**src/rtl/rv32i_types.sv**
```systemverilog
// Shared CPU types: arbiter FSM state and the captured memory request.
package rv32i_types;

  typedef enum logic [1:0] {
    IDLE   = 2'd0,
    BUSY_I = 2'd1,
    BUSY_D = 2'd2
  } mem_arb_state_t;

  typedef struct packed {
    logic [31:0] addr;
    logic [3:0]  rmask;
    logic [3:0]  wmask;
    logic [31:0] wdata;
  } mem_req_t;

  localparam logic GRANT_IMEM = 1'b0;
  localparam logic GRANT_DMEM = 1'b1;

endpackage

```
**src/rtl/mem_arb_pick.sv**
```systemverilog
// Combinational tie-break between fetch and data requests.
// MEM_ARBITER_RR_EN: round-robin on last_grant; otherwise dmem always wins a tie.
module mem_arb_pick
  import rv32i_types::*;
(
  input  logic i_req,
  input  logic d_req,
  input  logic last_grant,
  output logic grant_i,
  output logic grant_d
);

`ifdef MEM_ARBITER_RR_EN
  always_comb begin
    grant_i = i_req;
    grant_d = d_req;
    if (i_req && d_req) begin
      // The port that did not win last time takes the tie.
      grant_d = (last_grant == GRANT_IMEM);
      grant_i = !grant_d;
    end
  end
`else
  logic unused_last_grant;
  assign unused_last_grant = last_grant;

  assign grant_d = d_req;
  assign grant_i = i_req & ~d_req;
`endif

endmodule

```
**src/rtl/mem_arbiter.sv**
```systemverilog
// Shares one multi-cycle unified memory between the CPU fetch and data ports.
// MEM_ARBITER_RR_EN selects round-robin tie-break; default is fixed dmem priority.
module mem_arbiter
  import rv32i_types::*;
(
  input  logic        clk,
  input  logic        rst,
  input  logic [31:0] imem_addr,
  input  logic [3:0]  imem_rmask,
  output logic [31:0] imem_rdata,
  output logic        imem_resp,
  input  logic [31:0] dmem_addr,
  input  logic [3:0]  dmem_rmask,
  input  logic [3:0]  dmem_wmask,
  input  logic [31:0] dmem_wdata,
  output logic [31:0] dmem_rdata,
  output logic        dmem_resp,
  output logic [31:0] mem_addr,
  output logic [3:0]  mem_rmask,
  output logic [3:0]  mem_wmask,
  output logic [31:0] mem_wdata,
  input  logic [31:0] mem_rdata,
  input  logic        mem_resp
);

  mem_arb_state_t state_q, state_d;
  mem_req_t       req_q, req_d;
  logic           i_req, d_req;
  logic           grant_i, grant_d;
  logic           last_grant;

  assign i_req = |imem_rmask;
  assign d_req = |(dmem_rmask | dmem_wmask);

`ifdef MEM_ARBITER_RR_EN
  logic last_grant_q, last_grant_d;

  assign last_grant = last_grant_q;

  always_comb begin
    last_grant_d = last_grant_q;
    if (state_q == IDLE) begin
      if (grant_d)      last_grant_d = GRANT_DMEM;
      else if (grant_i) last_grant_d = GRANT_IMEM;
    end
  end

  always_ff @(posedge clk or negedge rst) begin
    if (!rst) last_grant_q <= GRANT_IMEM;
    else      last_grant_q <= last_grant_d;
  end
`else
  assign last_grant = GRANT_IMEM;
`endif

  mem_arb_pick u_pick (
    .i_req      (i_req),
    .d_req      (d_req),
    .last_grant (last_grant),
    .grant_i    (grant_i),
    .grant_d    (grant_d)
  );

  always_comb begin
    state_d    = state_q;
    req_d      = req_q;
    imem_resp  = 1'b0;
    imem_rdata = '0;
    dmem_resp  = 1'b0;
    dmem_rdata = '0;
    mem_addr   = '0;
    mem_rmask  = '0;
    mem_wmask  = '0;
    mem_wdata  = '0;

    // Memory only sees the held request while a grant is outstanding.
    if (state_q != IDLE) begin
      mem_addr  = req_q.addr;
      mem_rmask = req_q.rmask;
      mem_wmask = req_q.wmask;
      mem_wdata = req_q.wdata;
    end

    case (state_q)
      IDLE: begin
        if (grant_d) begin
          req_d   = '{addr: dmem_addr, rmask: dmem_rmask,
                      wmask: dmem_wmask, wdata: dmem_wdata};
          state_d = BUSY_D;
        end else if (grant_i) begin
          req_d   = '{addr: imem_addr, rmask: imem_rmask,
                      wmask: 4'h0, wdata: 32'h0};
          state_d = BUSY_I;
        end
      end
      BUSY_I: begin
        if (mem_resp) begin
          imem_resp  = 1'b1;
          imem_rdata = mem_rdata;
          state_d    = IDLE;
        end
      end
      BUSY_D: begin
        if (mem_resp) begin
          dmem_resp  = 1'b1;
          dmem_rdata = mem_rdata;
          state_d    = IDLE;
        end
      end
      default: state_d = IDLE;
    endcase
  end

  always_ff @(posedge clk or negedge rst) begin
    if (!rst) begin
      state_q <= IDLE;
      req_q   <= '0;
    end else begin
      state_q <= state_d;
      req_q   <= req_d;
    end
  end

endmodule
```
**config.mk**
```make
export PLATFORM = sky130hd
export DESIGN_NAME = mem_arbiter
export DESIGN_NICKNAME = d
export VERILOG_FILES = /design/src/rtl/rv32i_types.sv /design/src/rtl/mem_arb_pick.sv /design/src/rtl/mem_arbiter.sv
export SDC_FILE = /design/constraint.sdc
export NUM_CORES = 1
export LEC_CHECK = 0
export ABC_AREA = 1
export CAP_MARGIN = 20
export CORE_MARGIN = 2
export CORE_UTILIZATION = 36
export CTS_CLUSTER_SIZE = 14
export DETAILED_ROUTE_END_ITERATION = 10
export PLACE_DENSITY = 0.81
export SLEW_MARGIN = 20
export SYNTH_ARGS = -nofsm -noshare
export SYNTH_HDL_FRONTEND = slang
export SYNTH_HIERARCHICAL = 1
export SYNTH_SLANG_ARGS = --single-unit
```
**constraint.sdc**
```tcl
create_clock -name clk -period 2.11 [get_ports clk]
set_input_delay 0.633 -clock clk [delete_from_list [all_inputs] [get_ports clk]]
set_output_delay 0.633 -clock clk [all_outputs]
set_load 0.005 [all_outputs]
```
==> impl_metrics.ini, run 1 <==
[pwr]
power.internal_mw = 6.162
p_seq_frac = 0.231
ir_drop_v = 0.0006089
p_sw_frac = 0.3876
switching_power_mw = 3.901
p_leak_nw = 4.385
powerDensity_mw_per_mm2 = 1214
p_comb_frac = 0.597
clockPowerShare = 0.173

[detailed_routing]
drtPass1Iterations = 4
first_iter_violations = 230
wl_per_cell_um = 15.14
drc_errors = 0
wl_um = 16780
via_per_inst = 4.612
ant_nets = 0
vias = 5110

[outcome]
status = finished, violations left
violations = setup timing

[worst_setup_path]
startpoint = state_q[0]$_DFFE_PN0P_
critPathKind = flip-flop to primary output
crit_required_ns = 1.48
critPathMaxFanout = 6
rrSetupSlack_ns = 0.10
arrival_ns = 1.74
r2r_cells = 10
cp-start-kind = flip-flop
r2r_end = req_q[6]$_DFFE_PN0P_
r2r-start = state_q[1]$_DFFE_PN0P_
crit_path_end_kind = primary output
setup.worst_path.end = imem_rdata[17]

[finish]
fin_util = 0.7262
layout-drive-gt1-share = 0.3122
area_growth_pct = 97.41
nets = 1105

[synth]
synth_area_per_cell_um2 = 6.553
netlist_area_mm2 = 0.004200
syn-num-nets = 787
syn_inst = 641
ys_warn_count = 6

[grt]
grt_pass1_wl_um = 25010
grt_start_max_net_pins = 49
grt_pass1_vias = 4998
track_usage = 0.2500
overflow = 0
antenna_found_initial = 1

[timing]
fin_skew_ns = 0.01030
slew_violations = 0
fmax_mhz = 421.7
timing.final.ws_setup_ns = -0.2616
rsz0062_at_grt = true
period_share = 1.124
relSlewSlack = 0.7260
worst_pin_slew_ns = 0.4109
tns_ns = -15.51
final-hold-violation-count = 0
setup_viol_count_final = 124
fin_crit_ns = 2.372

[run]
drv_cap = 0

[cts]
hold_buffers = 0
insertion_delay_ns = 0.33
cts_buffers = 9
cts_tree = built
clockRootBuffer = clkbuf_16
cts_buffer_depth = 2
htreeDepth = 3
clock-sinks = 74
clk_pin_slew_ns = 0.06

[placed_design]
place_congestion = 0.8167
dp.final_hpwl_um = 10370
port_buffers = 280

[die]
start_util = 0.3679
io_pins = 281
die-area_mm2 = 0.01255
core_area_mm2 = 0.01142
die_x_um = 112.0
num_rows = 39
die_h_um = 112.0

[min_path]
hold_path.class = input pin to async pin
what timing repair did:
action                                  in CTS  in global routing
pin swaps                                   54                 13
endpoints found under the setup margin     138                139
cloned                                      10                  2
gates resized for setup                    480                213
setup buffers                               22                 13
how the worst min path moves through the flow:
stage                     startpoint               endpoint  slack, ns  depth (start not counted)
3_3_place_gp   req_q[37]$_DFFE_PN0P_  req_q[37]$_DFFE_PN0P_       0.46                          2
6_report                         rst  req_q[61]$_DFFE_PN0P_       0.23                          1
5_1_grt                          rst  req_q[61]$_DFFE_PN0P_       0.26                          1
2_1_floorplan                    rst   req_q[0]$_DFFE_PN0P_       0.34                          0
3_5_place_dp   req_q[39]$_DFFE_PN0P_  req_q[39]$_DFFE_PN0P_       0.47                          2
4_1_cts                          rst  req_q[61]$_DFFE_PN0P_       0.24                          1
flip-flops by register name, indices dropped and copies added (netlist names):
name and flops:
req_q 72, state_q 2
layer usage:
layer,GRT usage,wire [um]
met2,0.4537,8722
met4,0.1309,760
met5,0,0
met3,0.05670,1014
met1,0.2722,6282
critical path: stages, from the launching register on:
cell     delay [ns]
dfrtp_1        0.38
buf_6          0.13
ha_4           0.14
nand2_4        0.08
buf_16         0.14
buf_12         0.12
buf_8          0.12
buf_6          0.11
nor2_4         0.06
buf_2          0.12
stage by stage:
step	instance area [um2]	setup slack (ns)	power, mW	hold WS, ns	instances
after floorplan	4200	0.3095	4.291	0.3374	641
after global placement	7233	-0.5538	6.535	0.4612	1046
final	8292	-0.2616	10.06	0.2320	1108
after detailed placement	7233	-0.5808	6.631	0.4658	1046
after CTS	7870	-0.2416	9.181	0.2417	1094
after global routing	8292	-0.3153	10.70	0.2587	1108
power by group through the flow:
stage          combinational [mW]  sequential, mW  clock [mW]
4_1_cts                      5.12            2.31        1.75
5_1_grt                      6.50            2.39        1.82
2_1_floorplan                2.02            2.27           0
3_5_place_dp                 4.30            2.33           0
3_3_place_gp                 4.24            2.29           0
6_report                     6.01            2.32        1.74
final cells by class:
cell class	instances	area (um2)
clock buffer	10	229.0
inverter	117	439.2
fill	918	3127
timing repair buffer	344	3272
antenna	1	2.502
sequential	74	1852
multi-input combinational	413	2213
clock inverter	6	105.1
tap	143	178.9
layout by cell type (no fill, tap or decap), types with 20 or more instances in the layout:
master / n
inv_1: 113
nor2_1: 59
nor2_4: 55
buf_2: 79
dfrtp_1: 74
buf_6: 27
buf_4: 20
nand2_1: 189
clkbuf_2: 30
o21ai_1: 29
o21ai_0: 44
clkdlybuf4s50_1: 140
nor2_2: 29
(Power assumes the default switching activity.)
==> inputs of run 2 (changes only) <==
--- a/config.mk
+++ b/config.mk
@@ -9,6 +9,7 @@
 export CAP_MARGIN = 20
 export CORE_MARGIN = 2
 export CORE_UTILIZATION = 36
+export CTS_CLUSTER_DIAMETER = 30
 export CTS_CLUSTER_SIZE = 14
 export DETAILED_ROUTE_END_ITERATION = 10
 export PLACE_DENSITY = 0.81
==> constraint.sdc (replaced) <==
create_clock -name clk -period 2.5 [get_ports clk]
set_input_delay 0.75 -clock clk [delete_from_list [all_inputs] [get_ports clk]]
set_output_delay 0.75 -clock clk [all_outputs]
set_load 0.005 [all_outputs]
==> impl_metrics.ini, run 2 (same netlist as run 1, synthesis figures left out) <==
[outcome]
status = finished, violations left
violations = setup timing

[worst_setup_path]
crit_required_ns = 1.75
rrSetupSlack_ns = 0.60
critical_path.cell_chain = buf_4 -> ha_4 -> nand2_4 -> bufbuf_16 -> nor2_1 -> dlygate4sd2_1
crit_path_end_kind = primary output
r2r_cells = 8
critPathTopFamily = buffers and inverters
max_stage_delay_ns = 0.40
r2r-start = state_q[0]$_DFFE_PN0P_
arrival_ns = 1.77
critPathKind = flip-flop to primary output
cp-start-kind = flip-flop
critPathMaxFanout = 16
r2r_end = req_q[16]$_DFFE_PN0P_
crit_slowest_cell = dfrtp_1
path_buf_inv = 3

[timing]
timing.final.ws_setup_ns = -0.02148
worst_pin_slew_ns = 0.6579
slew_violations = 0
rsz0062_at_grt = true
fmax_mhz = 396.6
period_share = 1.009
relSlewSlack = 0.5608
fin_skew_ns = 0.005755
fin_crit_ns = 2.521
final-hold-violation-count = 0
whs_ns = 0.3592
setup_viol_count_final = 11

[cts]
insertion_delay_ns = 0.33
clock-sinks = 74
clk_pin_slew_ns = 0.06
hold_buffers = 0
htreeDepth = 3
clockRootBuffer = clkbuf_16
cts_tree = built
cts_buffers = 9
cts_buffer_depth = 2

[die]
die_h_um = 112.0
core_area_mm2 = 0.01142
num_rows = 39
io_pins = 281
die_x_um = 112.0
die-area_mm2 = 0.01255
start_util = 0.3679

[finish]
fin_util = 0.6678
nets = 1068
area_growth_pct = 81.53
largest_reg_flops = 72
largest_registers = req_q: 72 flops, state_q: 2 flops
seq_area_mm2 = 0.001852
final_common_cell = nand2_1
layout-drive-gt1-share = 0.06904
n_antenna_cell = 0
fin_cells = 1070
multiInputGateArea_mm2 = 0.001753
top_register = req_q
n_fill_cell = 1007
layout_common_cells = 189 x nand2_1, 141 x clkdlybuf4s50_1, 137 x nor2_1, 113 x inv_1, 109 x dlygate4sd2_1

[detailed_routing]
wl_um = 14570
drtPass1Iterations = 5
first_iter_violations = 217
wl_per_cell_um = 13.62
ant_nets = 0
via_per_inst = 4.481
vias = 4795
drc_errors = 0

[grt]
antenna_found_initial = 0
grt_pass1_wl_um = 23140
track_usage = 0.2309
grt_start_max_net_pins = 61
grt_pass1_vias = 4661
overflow = 0

[pwr]
powerDensity_mw_per_mm2 = 880.6
p_leak_nw = 4.445
ir_drop_v = 0.0004701

[placed_design]
port_buffers = 280
dp.cells = 1040
place_congestion = 0.8234
pre_cts_ws_ns = -0.4345
dp.final_hpwl_um = 10340

[run]
drv_cap = 0

[min_path]
hold_path.class = input pin to async pin
-- run 2: cell type report --
cell class,instances,area share
timing repair buffer,307,0.4065
sequential,74,0.2429
multi-input combinational,413,0.2299
inverter,117,0.05760
clock buffer,15,0.03905
tap,143,0.02347
clock inverter,1,0.0006564
-- run 2: through the flow --
step	setup TNS [ns]	cell area, um2	power [mW]
after floorplan	0	4200	3.621
after global placement	-25.19	7163	5.436
after detailed placement	-26.28	7163	5.509
after CTS	-0.07969	7551	6.712
after global routing	-1.485	7625	7.272
final	-0.09644	7625	6.715
-- run 2: worst max-delay path by stage --
| stage | from | endpoint | cells past startpoint |
|---|---|---|---|
| after floorplan | mem_resp | imem_resp | 3 |
| after global placement | mem_resp | dmem_rdata[10] | 5 |
| after detailed placement | mem_resp | imem_rdata[15] | 5 |
| after CTS | state_q[0]$_DFFE_PN0P_ | dmem_resp | 6 |
| after global routing | state_q[0]$_DFFE_PN0P_ | imem_rdata[16] | 6 |
| final | state_q[0]$_DFFE_PN0P_ | imem_rdata[0] | 6 |
-- run 2: worst register-to-register path: stages, from the launching register on --
cell and delay [ns]:
dfrtp_1 0.40, inv_2 0.12, ha_4 0.24, buf_12 0.13
buf_16 0.14, nand2_1 0.07, inv_2 0.49, nand2_1 0.12
o21ai_1 0.12
-- run 2: power by group --
part	internal, mW	leakage, nW	total (mW)	switching (mW)
clock network	0.806	0.152	1.27	0.466
registers	1.78	0.900	1.94	0.159
logic	1.67	3.39	3.50	1.83
total	4.26	4.44	6.71	2.46
-- run 2: timing repair --
item | CTS | global route
endpoints found under the setup margin | 138 | 52
pin swaps | 1 | 0
cloned | 5 | 0
setup buffers | 6 | 3
resized for setup | 144 | 41
-- run 2: per-layer routing --
layer  vias to the layer above  wire length [um]  global-route usage
li1                       2423                 -                   -
met1                      2134              5382              0.2488
met3                        29              1101             0.05562
met5                         -                 0                   0
met4                         0               479              0.1024
met2                       209              7609              0.4287
==> inputs of run 3 (changes only) <==
--- a/config.mk
+++ b/config.mk
@@ -13,6 +13,7 @@
 export CTS_CLUSTER_SIZE = 14
 export DETAILED_ROUTE_END_ITERATION = 10
 export PLACE_DENSITY = 0.81
+export SKIP_CTS_REPAIR_TIMING = 1
 export SLEW_MARGIN = 20
 export SYNTH_ARGS = -nofsm -noshare
 export SYNTH_HDL_FRONTEND = slang
==> impl_metrics.ini, run 3 (same netlist as run 1, synthesis figures left out) <==
[cts]
clock-sinks = 74
cts_buffer_depth = 2
cts_buffers = 9
clockRootBuffer = clkbuf_16
clk_pin_slew_ns = 0.06
cts_tree = built
insertion_delay_ns = 0.33
htreeDepth = 3

[pwr]
p_leak_nw = 5.076
powerDensity_mw_per_mm2 = 864.6
ir_drop_v = 0.0004878
finalPower_mw = 6.710

[grt]
overflow = 0
antenna_found_initial = 0
grt_pass1_vias = 4427
track_usage = 0.2147
grt_start_max_net_pins = 61
grt_pass1_wl_um = 21670

[detailed_routing]
wl_per_cell_um = 13.42
via_per_inst = 4.489
ant_nets = 0
wl_um = 14240
first_iter_violations = 229
drtPass1Iterations = 4
vias = 4763
drc_errors = 0

[timing]
slew_violations = 0
fmax_mhz = 377.5
worst_pin_slew_ns = 0.6478
final-hold-violation-count = 0
setup_viol_count_final = 54
period_share = 1.060
timing.final.ws_setup_ns = -0.1492
whs_ns = 0.3559
fin_crit_ns = 2.649
fin_skew_ns = 0.004939
relSlewSlack = 0.5675
rsz0062_at_grt = true

[finish]
area_growth_pct = 84.78
largest_registers = req_q: 72 flops, state_q: 2 flops
layout-drive-gt1-share = 0.05556
final_common_cell = clkdlybuf4s50_1
nets = 1059
n_antenna_cell = 0
n_fill_cell = 920
layout_common_cells = 194 x clkdlybuf4s50_1, 190 x nand2_1, 134 x nor2_1, 114 x inv_1, 83 x dlymetal6s2s_1
fin_util = 0.6797
top_register = req_q
largest_reg_flops = 72

[die]
start_util = 0.3679
die-area_mm2 = 0.01255
die_x_um = 112.0
die_h_um = 112.0
io_pins = 281
num_rows = 39
core_area_mm2 = 0.01142

[worst_setup_path]
cp-start-kind = flip-flop
critPathKind = flip-flop to primary output
crit_required_ns = 1.75
critPathMaxFanout = 33
arrival_ns = 1.90
crit_path_end_kind = primary output

[placed_design]
pre_cts_ws_ns = -0.4345
dp.final_hpwl_um = 10340
port_buffers = 280
place_congestion = 0.8234

[outcome]
status = finished, violations left
violations = setup timing

[run]
drv_cap = 0

[min_path]
hold_path.class = input pin to async pin
run 3: path summary, 6_finish.rpt:
kind | startpoint | end | slack [ns] | cells past startpoint
max in group asynchronous | rst | req_q[13]$_DFFE_PN0P_ | 1.55 | 2
worst min register to register | req_q[36]$_DFFE_PN0P_ | req_q[36]$_DFFE_PN0P_ | 0.48 | 2
worst max-delay path | state_q[0]$_DFFE_PN0P_ | dmem_rdata[7] | -0.15 | 6
worst max register to register | state_q[0]$_DFFE_PN0P_ | req_q[6]$_DFFE_PN0P_ | 0.62 | 7
min in group clk | req_q[36]$_DFFE_PN0P_ | req_q[36]$_DFFE_PN0P_ | 0.48 | 2
worst min-delay path | rst | req_q[41]$_DFFE_PN0P_ | 0.36 | 1
run 3: power by group:
| group | internal [mW] | switching (mW) | leakage (nW) | total (mW) |
|---|---|---|---|---|
| clock | 0.806 | 0.463 | 0.152 | 1.27 |
| combinational | 1.75 | 1.75 | 4.02 | 3.50 |
| sequential | 1.78 | 0.159 | 0.900 | 1.94 |
| total | 4.33 | 2.38 | 5.08 | 6.71 |
run 3: metal layers:
layer  GRT usage  share of wire
met1      0.2405           0.38
met2      0.3895           0.52
met3     0.05076          0.074
met4     0.09350          0.028
met5           0              0
run 3: through the flow:
stage	cell area, um2	cells	setup TNS [ns]
CTS	7466	1056	-31.79
floorplan	4200	641	0
finish	7761	1061	-4.873
detailed placement	7163	1040	-26.28
global placement	7163	1040	-25.19
global route	7761	1061	-8.197
run 3: critical path, cell delays in order, from the launching register on:
cell             delay, ns
dfrtp_1               0.39
inv_1                 0.09
ha_1                  0.17
nand2_1               0.09
buf_12                0.18
nor2_1                0.11
clkdlybuf4s50_1       0.53
run 3: final cells by class:
type / instances / area, um2 / share of cell area
Clock buffer: 15 / 297.8 / 0.03837
Multi-Input combinational cell: 413 / 1720 / 0.2217
Tap cell: 143 / 178.9 / 0.02305
Sequential cell: 74 / 1852 / 0.2386
Clock inverter: 1 / 5.005 / 0.0006448
Timing Repair Buffer: 298 / 3268 / 0.4211
Inverter: 117 / 439.2 / 0.05659
